===== src/rtl/meas_scheduler.sv =====
// Steps one shared high/low time-measurement core across four digital inputs and averages NAVG periods per channel.
// Latency: SETTLE cycles of core reset per channel, then up to one partial plus NAVG full periods; results come one cycle after REPORT.
// Backpressure: none; results are single-cycle pulses, and a start that arrives while busy is dropped.
module meas_scheduler #(
    parameter int          NAVG   = 4,
    parameter int          SETTLE = 8,
    parameter logic [19:0] TMO    = 20'hFFFFF
) (
    input  logic        clk,
    input  logic        rst_n,
    input  logic        start,
    input  logic        cont,
    input  logic [3:0]  ch_en,
    input  logic [3:0]  digit_in,
    output logic        core_din,
    output logic        core_rst_n,
    input  logic [15:0] core_high,
    input  logic [15:0] core_low,
    output logic        busy,
    output logic        res_valid,
    output logic [1:0]  res_ch,
    output logic [15:0] res_high,
    output logic [15:0] res_low,
    output logic        res_err,
    output logic        scan_done
);

    localparam int SH = $clog2(NAVG);

    typedef enum logic [2:0] {
        S_IDLE    = 3'd0,
        S_NEXT    = 3'd1,
        S_SETTLE  = 3'd2,
        S_DISCARD = 3'd3,
        S_ACQ     = 3'd4,
        S_REPORT  = 3'd5
    } state_t;

    state_t      state_q, state_d;
    logic [3:0]  ch_en_q, ch_en_d;
    logic        cont_q, cont_d;
    logic [2:0]  nxt_q, nxt_d;
    logic [1:0]  sel_q, sel_d;
    logic        core_din_q, core_din_d;
    logic        din_d1_q, din_d1_d;
    logic        core_rst_n_q, core_rst_n_d;
    logic        fall_p_q, fall_p_d;
    logic        rise_p_q, rise_p_d;
    logic        hi_seen_q, hi_seen_d;
    logic [19:0] hsum_q, hsum_d;
    logic [19:0] lsum_q, lsum_d;
    logic [4:0]  per_q, per_d;
    logic [19:0] tmo_q, tmo_d;
    logic [15:0] set_q, set_d;
    logic        err_q, err_d;
    logic        busy_q, busy_d;
    logic        res_valid_q, res_valid_d;
    logic [1:0]  res_ch_q, res_ch_d;
    logic [15:0] res_high_q, res_high_d;
    logic [15:0] res_low_q, res_low_d;
    logic        res_err_q, res_err_d;
    logic        scan_done_q, scan_done_d;

    logic        found;
    logic [1:0]  found_idx;
    logic        edge_rise, edge_fall, edge_any;
    logic        measuring;
    logic        timeout;
    logic        avg_done;
    logic        tmo_fire;

    assign edge_rise = core_din_q & ~din_d1_q;
    assign edge_fall = ~core_din_q & din_d1_q;
    assign edge_any  = edge_rise | edge_fall;
    assign measuring = (state_q == S_DISCARD) || (state_q == S_ACQ);
    // An edge in the same cycle as the limit keeps the channel alive.
    assign timeout   = measuring && !edge_any && (tmo_q >= (TMO - 20'd1));
    assign avg_done  = (state_q == S_ACQ) && rise_p_q && hi_seen_q
                       && (per_q == 5'(NAVG - 1));

    // Lowest enabled channel at or above the scan pointer.
    always_comb begin
        found     = 1'b0;
        found_idx = 2'd0;
        for (int i = 3; i >= 0; i--) begin
            if (ch_en_q[i] && (3'(i) >= nxt_q)) begin
                found     = 1'b1;
                found_idx = 2'(i);
            end
        end
    end

    always_ff @(posedge clk or negedge rst_n) begin
        if (!rst_n) begin
            state_q      <= S_IDLE;
            ch_en_q      <= 4'd0;
            cont_q       <= 1'b0;
            nxt_q        <= 3'd0;
            sel_q        <= 2'd0;
            core_din_q   <= 1'b0;
            din_d1_q     <= 1'b0;
            core_rst_n_q <= 1'b0;
            fall_p_q     <= 1'b0;
            rise_p_q     <= 1'b0;
            hi_seen_q    <= 1'b0;
            hsum_q       <= 20'd0;
            lsum_q       <= 20'd0;
            per_q        <= 5'd0;
            tmo_q        <= 20'd0;
            set_q        <= 16'd0;
            err_q        <= 1'b0;
            busy_q       <= 1'b0;
            res_valid_q  <= 1'b0;
            res_ch_q     <= 2'd0;
            res_high_q   <= 16'd0;
            res_low_q    <= 16'd0;
            res_err_q    <= 1'b0;
            scan_done_q  <= 1'b0;
        end else begin
            state_q      <= state_d;
            ch_en_q      <= ch_en_d;
            cont_q       <= cont_d;
            nxt_q        <= nxt_d;
            sel_q        <= sel_d;
            core_din_q   <= core_din_d;
            din_d1_q     <= din_d1_d;
            core_rst_n_q <= core_rst_n_d;
            fall_p_q     <= fall_p_d;
            rise_p_q     <= rise_p_d;
            hi_seen_q    <= hi_seen_d;
            hsum_q       <= hsum_d;
            lsum_q       <= lsum_d;
            per_q        <= per_d;
            tmo_q        <= tmo_d;
            set_q        <= set_d;
            err_q        <= err_d;
            busy_q       <= busy_d;
            res_valid_q  <= res_valid_d;
            res_ch_q     <= res_ch_d;
            res_high_q   <= res_high_d;
            res_low_q    <= res_low_d;
            res_err_q    <= res_err_d;
            scan_done_q  <= scan_done_d;
        end
    end

    always_comb begin
        state_d  = state_q;
        tmo_fire = 1'b0;
        case (state_q)
            S_IDLE: begin
                if (start && !busy_q) state_d = S_NEXT;
            end
            S_NEXT: begin
                if (found)                state_d = S_SETTLE;
                else if (cont_q && cont)  state_d = S_NEXT;
                else                      state_d = S_IDLE;
            end
            S_SETTLE: begin
                if (set_q == 16'(SETTLE - 1)) state_d = S_DISCARD;
            end
            S_DISCARD: begin
                if (edge_rise) begin
                    state_d = S_ACQ;
                end else if (timeout) begin
                    state_d  = S_REPORT;
                    tmo_fire = 1'b1;
                end
            end
            S_ACQ: begin
                if (avg_done) begin
                    state_d = S_REPORT;
                end else if (timeout) begin
                    state_d  = S_REPORT;
                    tmo_fire = 1'b1;
                end
            end
            S_REPORT: state_d = S_NEXT;
            default:  state_d = S_IDLE;
        endcase
    end

    always_comb begin
        ch_en_d      = ch_en_q;
        cont_d       = cont_q;
        nxt_d        = nxt_q;
        sel_d        = sel_q;
        core_din_d   = digit_in[sel_q];
        din_d1_d     = core_din_q;
        core_rst_n_d = (state_d != S_SETTLE);
        fall_p_d     = edge_fall;
        rise_p_d     = edge_rise;
        hi_seen_d    = hi_seen_q;
        hsum_d       = hsum_q;
        lsum_d       = lsum_q;
        per_d        = per_q;
        tmo_d        = tmo_q;
        set_d        = set_q;
        err_d        = err_q;
        res_valid_d  = 1'b0;
        res_ch_d     = res_ch_q;
        res_high_d   = res_high_q;
        res_low_d    = res_low_q;
        res_err_d    = res_err_q;
        scan_done_d  = 1'b0;

        if (state_q == S_IDLE && state_d == S_NEXT) begin
            ch_en_d = ch_en;
            cont_d  = cont;
            nxt_d   = 3'd0;
        end

        if (state_q == S_NEXT) begin
            if (found) begin
                sel_d  = found_idx;
                nxt_d  = {1'b0, found_idx} + 3'd1;
                hsum_d = 20'd0;
                lsum_d = 20'd0;
                per_d  = 5'd0;
                err_d  = 1'b0;
                set_d  = 16'd0;
            end else begin
                scan_done_d = 1'b1;
                cont_d      = cont;
                nxt_d       = 3'd0;
            end
        end

        if (state_q == S_SETTLE) begin
            set_d = set_q + 16'd1;
            if (state_d == S_DISCARD) begin
                tmo_d     = 20'd0;
                hi_seen_d = 1'b0;
            end
        end

        if (measuring) begin
            tmo_d = edge_any ? 20'd0 : tmo_q + 20'd1;
        end

        // The rise that ended DISCARD is captured in the first ACQ cycle and must not count.
        if (state_q == S_ACQ) begin
            if (fall_p_q) begin
                hsum_d    = hsum_q + {4'd0, core_high};
                hi_seen_d = 1'b1;
            end
            if (rise_p_q && hi_seen_q) begin
                lsum_d = lsum_q + {4'd0, core_low};
                per_d  = per_q + 5'd1;
            end
        end

        if (tmo_fire) err_d = 1'b1;

        if (state_q == S_REPORT) begin
            res_valid_d = 1'b1;
            res_ch_d    = sel_q;
            res_err_d   = err_q;
            res_high_d  = err_q ? 16'd0 : 16'(hsum_q >> SH);
            res_low_d   = err_q ? 16'd0 : 16'(lsum_q >> SH);
        end
    end

    // busy covers the scan_done cycle so a start there is still ignored.
    assign busy_d = (state_d != S_IDLE) || scan_done_d;

    assign core_din   = core_din_q;
    assign core_rst_n = core_rst_n_q;
    assign busy       = busy_q;
    assign res_valid  = res_valid_q;
    assign res_ch     = res_ch_q;
    assign res_high   = res_high_q;
    assign res_low    = res_low_q;
    assign res_err    = res_err_q;
    assign scan_done  = scan_done_q;

endmodule


===== config.mk =====
export PLATFORM = sky130hd
export DESIGN_NAME = meas_scheduler
export DESIGN_NICKNAME = d
export VERILOG_FILES = /design/src/rtl/meas_scheduler.sv
export SDC_FILE = /design/constraint.sdc
export NUM_CORES = 1
export LEC_CHECK = 0
export ABC_AREA = 1
export ABC_CLOCK_PERIOD_IN_PS = 5440
export CAP_MARGIN = 20
export CORE_MARGIN = 2
export CORE_UTILIZATION = 50
export CTS_CLUSTER_DIAMETER = 40
export DETAILED_ROUTE_END_ITERATION = 10
export GPL_ROUTABILITY_DRIVEN = 1
export PLACE_DENSITY = 0.77
export SYNTH_ARGS = -nofsm -noshare
export SYNTH_HDL_FRONTEND = slang
export SYNTH_SLANG_ARGS = --single-unit

===== constraint.sdc =====
create_clock -name clk -period 5.44 [get_ports clk]
set_input_delay 1.088 -clock clk [delete_from_list [all_inputs] [get_ports clk]]
set_output_delay 1.088 -clock clk [all_outputs]
set_load 0.01 [all_outputs]

==> metrics.txt <==
# TYPE chip_impl_metric gauge
chip_impl_metric{name="max_cap_check_violation_count",unit=""} 0
chip_impl_metric{name="ys.warnings.count",unit=""} 0
chip_impl_metric{name="synth_seq_area_share",unit=""} 0.4251
chip_impl_metric{name="syn_area_per_cell",unit="um^2"} 7.526
chip_impl_metric{name="syn_inst",unit=""} 1056
chip_impl_metric{name="antenna_violating_nets_post_route",unit=""} 0
chip_impl_metric{name="areaGrowthSynthToFinish",unit="%"} 20.29
chip_impl_metric{name="fin_crit_sh",unit=""} 0.5231
chip_impl_metric{name="largest_net_degree_at_the_start_of_global_routing",unit=""} 101
chip_impl_metric{name="final-max-slew-violation-count",unit=""} 0
chip_impl_info{name="ys.flop_type",value="dfrtp_1"} 1
chip_impl_metric{name="worst_ir_drop_on_vdd",unit="mV"} 0.2814
chip_impl_info{name="worst_hold_path_type",value="flop to flop"} 1
chip_impl_metric{name="max_clock_freq",unit="GHz"} 0.3514
chip_impl_info{name="holdCritStartpoint",value="ch_en_q[2]"} 1
chip_impl_info{name="crit_chain",value="clkdlybuf4s50_1 -> ha_1 -> inv_1 -> fa_1 -> nand3b_1 -> nand2_1 -> nand2_1 -> nand3_1 -> nand2_1 -> nand2_1 -> nand2_1 -> o21ai_0 -> nand2_1 -> nand2_1"} 1
chip_impl_metric{name="synth_edf_count",unit=""} 0
chip_impl_metric{name="cts_resized",unit=""} 0
chip_impl_metric{name="starting_density_of_the_core",unit=""} 0.5058
chip_impl_metric{name="timing.critical_path.slowest_cell_delay",unit="ns"} 0.46
chip_impl_metric{name="floorplan.core_area",unit="um^2"} 15710
chip_impl_info{name="rr_startpoint",value="state_q[0]"} 1
chip_impl_metric{name="num-nets-final",unit=""} 1229
chip_impl_metric{name="leakage",unit="uW"} 0.004777
chip_impl_metric{name="crit_fanout",unit=""} 5
chip_impl_info{name="setup.worst_path.class",value="primary input to flop"} 1
chip_impl_metric{name="io_buffers",unit=""} 83
chip_impl_metric{name="finalCoreUtilization",unit=""} 0.6085
chip_impl_metric{name="gp_routability_congestion",unit=""} 0.9167
chip_impl_info{name="cp_common_cell",value="nand2_1"} 1
chip_impl_metric{name="post-synth-top-area-fraction",unit=""} 0.4251
chip_impl_metric{name="fin_setup_tns",unit="ns"} 0
chip_impl_metric{name="finalWorstPathRequiredPeriod",unit="ns"} 2.846
chip_impl_metric{name="min_path_cells",unit=""} 2
chip_impl_metric{name="timing.slew.headroom",unit=""} 0.3770
chip_impl_metric{name="drtIter0Drc",unit=""} 552
chip_impl_metric{name="powerDensity",unit="nW/um^2"} 407.7
chip_impl_metric{name="setup_viol",unit=""} 0
chip_impl_metric{name="antenna_found_initial",unit=""} 0
chip_impl_info{name="rr_endpoint",value="res_high[8]"} 1
chip_impl_metric{name="h-tree-depth",unit=""} 4
chip_impl_metric{name="cts-root-to-sink-buffers",unit=""} 2
chip_impl_metric{name="hold_violations",unit=""} 0
chip_impl_metric{name="routedWlPerCell",unit="um"} 14.07
chip_impl_info{name="setup_repair_after_global_routing_missed_its_margin",value="false"} 1
chip_impl_metric{name="cp.required",unit="ns"} 5.81
chip_impl_metric{name="placedInstanceArea",unit="um^2"} 8986
chip_impl_metric{name="chipWidth",unit="um"} 130.1
chip_impl_metric{name="overflow",unit=""} 0
chip_impl_metric{name="drt_drc",unit=""} 0
chip_impl_metric{name="grt_pass1_wl",unit="mm"} 31.61
chip_impl_metric{name="die_h",unit="um"} 130.1
chip_impl_metric{name="ys_ff_latch",unit=""} 135
chip_impl_metric{name="finalClockSkew",unit="ns"} 0.007345
chip_impl_metric{name="detailedPlacementHpwl",unit="mm"} 13.47
chip_impl_metric{name="antennaDiodeCount",unit=""} 0
chip_impl_info{name="cp-start-kind",value="primary input"} 1
chip_impl_metric{name="post_synth_num_cell_types",unit=""} 41
chip_impl_metric{name="floorplan.io_pins",unit=""} 84
chip_impl_metric{name="worst_ep_arrival_time",unit="ns"} 3.21
chip_impl_metric{name="routed_wirelength",unit="mm"} 19.30
chip_impl_info{name="cp-startpoint",value="core_high[0]"} 1
chip_impl_metric{name="placed_cells_incl_taps",unit=""} 1341
chip_impl_info{name="critical_path.top_delay_family",value="simple AND/OR/NAND/NOR gates"} 1
chip_impl_metric{name="r2r_setup_slack",unit="ns"} 3.00
chip_impl_info{name="tritoncts",value="yes"} 1
chip_impl_metric{name="via_per_instance_ratio",unit=""} 5.302
chip_impl_metric{name="postLayoutCellArea",unit="um^2"} 9560
chip_impl_metric{name="floorplan.die_area",unit="um^2"} 16920
chip_impl_metric{name="fraction_of_registers_with_async_set_or_reset_after_synthesis",unit=""} 1.000
chip_impl_metric{name="cts_hold_buffers",unit=""} 0
chip_impl_metric{name="via_total_after_detailed_routing",unit=""} 7274
chip_impl_metric{name="via_count_of_the_first_global_routing_pass",unit=""} 6770
chip_impl_metric{name="tritoncts_num_sinks",unit=""} 135
chip_impl_info{name="critical_path.slowest_cell",value="clkdlybuf4s50_1"} 1
chip_impl_metric{name="cts-buffers-inserted",unit=""} 17
chip_impl_metric{name="logic_depth_of_the_worst_register_to_register_path",unit=""} 7
chip_impl_metric{name="core.rowCount",unit=""} 46
chip_impl_metric{name="post_synth_instance_area",unit="um^2"} 7948
chip_impl_info{name="library_cell_occupying_the_most_area_in_the_post_synthesis_netlist",value="dfrtp_1"} 1
chip_impl_info{name="status",value="completed"} 1
chip_impl_metric{name="post_layout_nonfiller_instances",unit=""} 1372
chip_impl_metric{name="tightestPinTransition",unit="ns"} 0.9335
chip_impl_info{name="setup.worst_path.end_class",value="flop"} 1
chip_impl_info{name="synth_top_cells_by_area",value="dfrtp_1, nand2_1, inv_1"} 1
chip_impl_metric{name="drt_pass1_iterations",unit=""} 5
chip_impl_metric{name="postSynthNetCount",unit=""} 1141
chip_impl_metric{name="global_route.usage.total",unit=""} 0.2354
chip_impl_metric{name="final_layout_size_suffix_gt1_frac",unit=""} 0.05450
chip_impl_metric{name="worstSkewPairLatency",unit="ns"} 0.43
chip_impl_info{name="clockRootBuffer",value="clkbuf_16"} 1
chip_impl_info{name="whs_endpoint",value="ch_en_q[2]"} 1
chip_impl_metric{name="worstPathBufferInverterCount",unit=""} 2
chip_impl_metric{name="post_cts_setup_driven_buffer_insertion_count",unit=""} 0
chip_impl_metric{name="clock_pin_slew_on_the_worst_setup_and_hold_paths",unit="ns"} 0.06
[synthesized netlist by cell type (3+ instances only)]
master	number
a21boi_0	3
nand3b_1	5
xor2_1	3
a22o_1	18
nor3_1	9
buf_2	12
nand2_1	287
nor2_1	85
nor2_4	4
inv_1	137
dfrtp_1	135
nand2_4	3
clkbuf_1	3
nand4_1	24
o31ai_1	5
o22ai_1	9
o21ai_0	64
ha_1	39
o21ai_1	22
o21bai_1	4
a21oi_1	60
nor3_2	3
a31oi_1	3
inv_2	11
nor2_2	5
nand2_2	3
nand3_1	81
[flip-flops by register name, summed over array words and instances, names as in the netlist, 2 cells and up]
signal / count
set_q: 16
res_high: 16
sel_q: 2
res_low: 16
res_ch: 2
state_q: 3
hsum_q: 18
lsum_q: 18
ch_en_q: 4
per_q: 5
nxt_q: 3
tmo_q: 20
[report_power, final]
| part | total (uW) | leakage, uW | internal (uW) | switching, uW |
|---|---|---|---|---|
| Clock | 1140 | 0.000282 | 703 | 433 |
| Combinational | 1370 | 0.00265 | 515 | 855 |
| Sequential | 1390 | 0.00184 | 1220 | 175 |
[metal layers]
metal | up-vias | wire [um] | track usage
met5 | - | 0 | 0
met2 | 197 | 8882 | 0.3782
met1 | 3399 | 9065 | 0.3220
li1 | 3651 | - | -
met3 | 27 | 1053 | 0.05207
met4 | 0 | 299 | 0.06894
[placed cells by master (no fill, tap or decap), types with 18 or more instances in the layout]
cell type / n
a22o_1: 18
nand4_1: 24
nor2_1: 85
o21ai_0: 64
nand2_1: 287
a21oi_1: 60
o21ai_1: 22
dfrtp_1: 135
nand3_1: 81
clkdlybuf4s50_1: 82
inv_1: 137
ha_1: 39
[tightest hold or removal path, delay by kind of cell, from the launching register on]
family        cells  cell delay, ns
flops             1            0.34
simple gates      2            0.09
[cell families (layout without fill, tap and decap cells)]
| kind of cell | Yosys count | count (layout) | share of synthesized area |
|---|---|---|---|
| adder cells (fa/ha/maj) | 41 | 41 | 0.06644 |
| buffers and inverters | 165 | 265 | 0.08061 |
| AO/OA/AOI/OAI | 196 | 196 | 0.1407 |
| AND/OR/NAND/NOR | 514 | 514 | 0.2816 |
| XOR/XNOR | 5 | 5 | 0.005511 |
| flip-flops | 135 | 135 | 0.4251 |
[final cells by class]
| cell class | count | area, um^2 |
|---|---|---|
| fill | 1388 | 6152 |
| multi-input combinational | 756 | 3929 |
| sequential | 135 | 3378 |
| timing repair buffer | 85 | 847.1 |
| inverter | 149 | 561.8 |
| clock buffer | 22 | 474.2 |
| tap | 216 | 270.3 |
| clock inverter | 9 | 100.1 |
[through the flow]
| step | hold slack, ns | power, uW | worst slack [ns] |
|---|---|---|---|
| floorplan | 0.4355 | 2318 | 2.846 |
| global placement | 0.4592 | 2716 | 2.226 |
| detailed placement | 0.4549 | 2753 | 2.177 |
| CTS | 0.4697 | 3900 | 2.613 |
| global route | 0.4998 | 4155 | 2.428 |
| finish | 0.4643 | 3898 | 2.594 |
[worst max-delay path by stage]
stage / to / slack (ns) / cells past startpoint
floorplan: hsum_q[14] / 2.85 / 12
global placement: hsum_q[16] / 2.23 / 14
detailed placement: hsum_q[14] / 2.18 / 13
CTS: hsum_q[14] / 2.61 / 13
global route: lsum_q[10] / 2.43 / 13
finish: hsum_q[16] / 2.59 / 14
(Power assumes the default switching activity.)
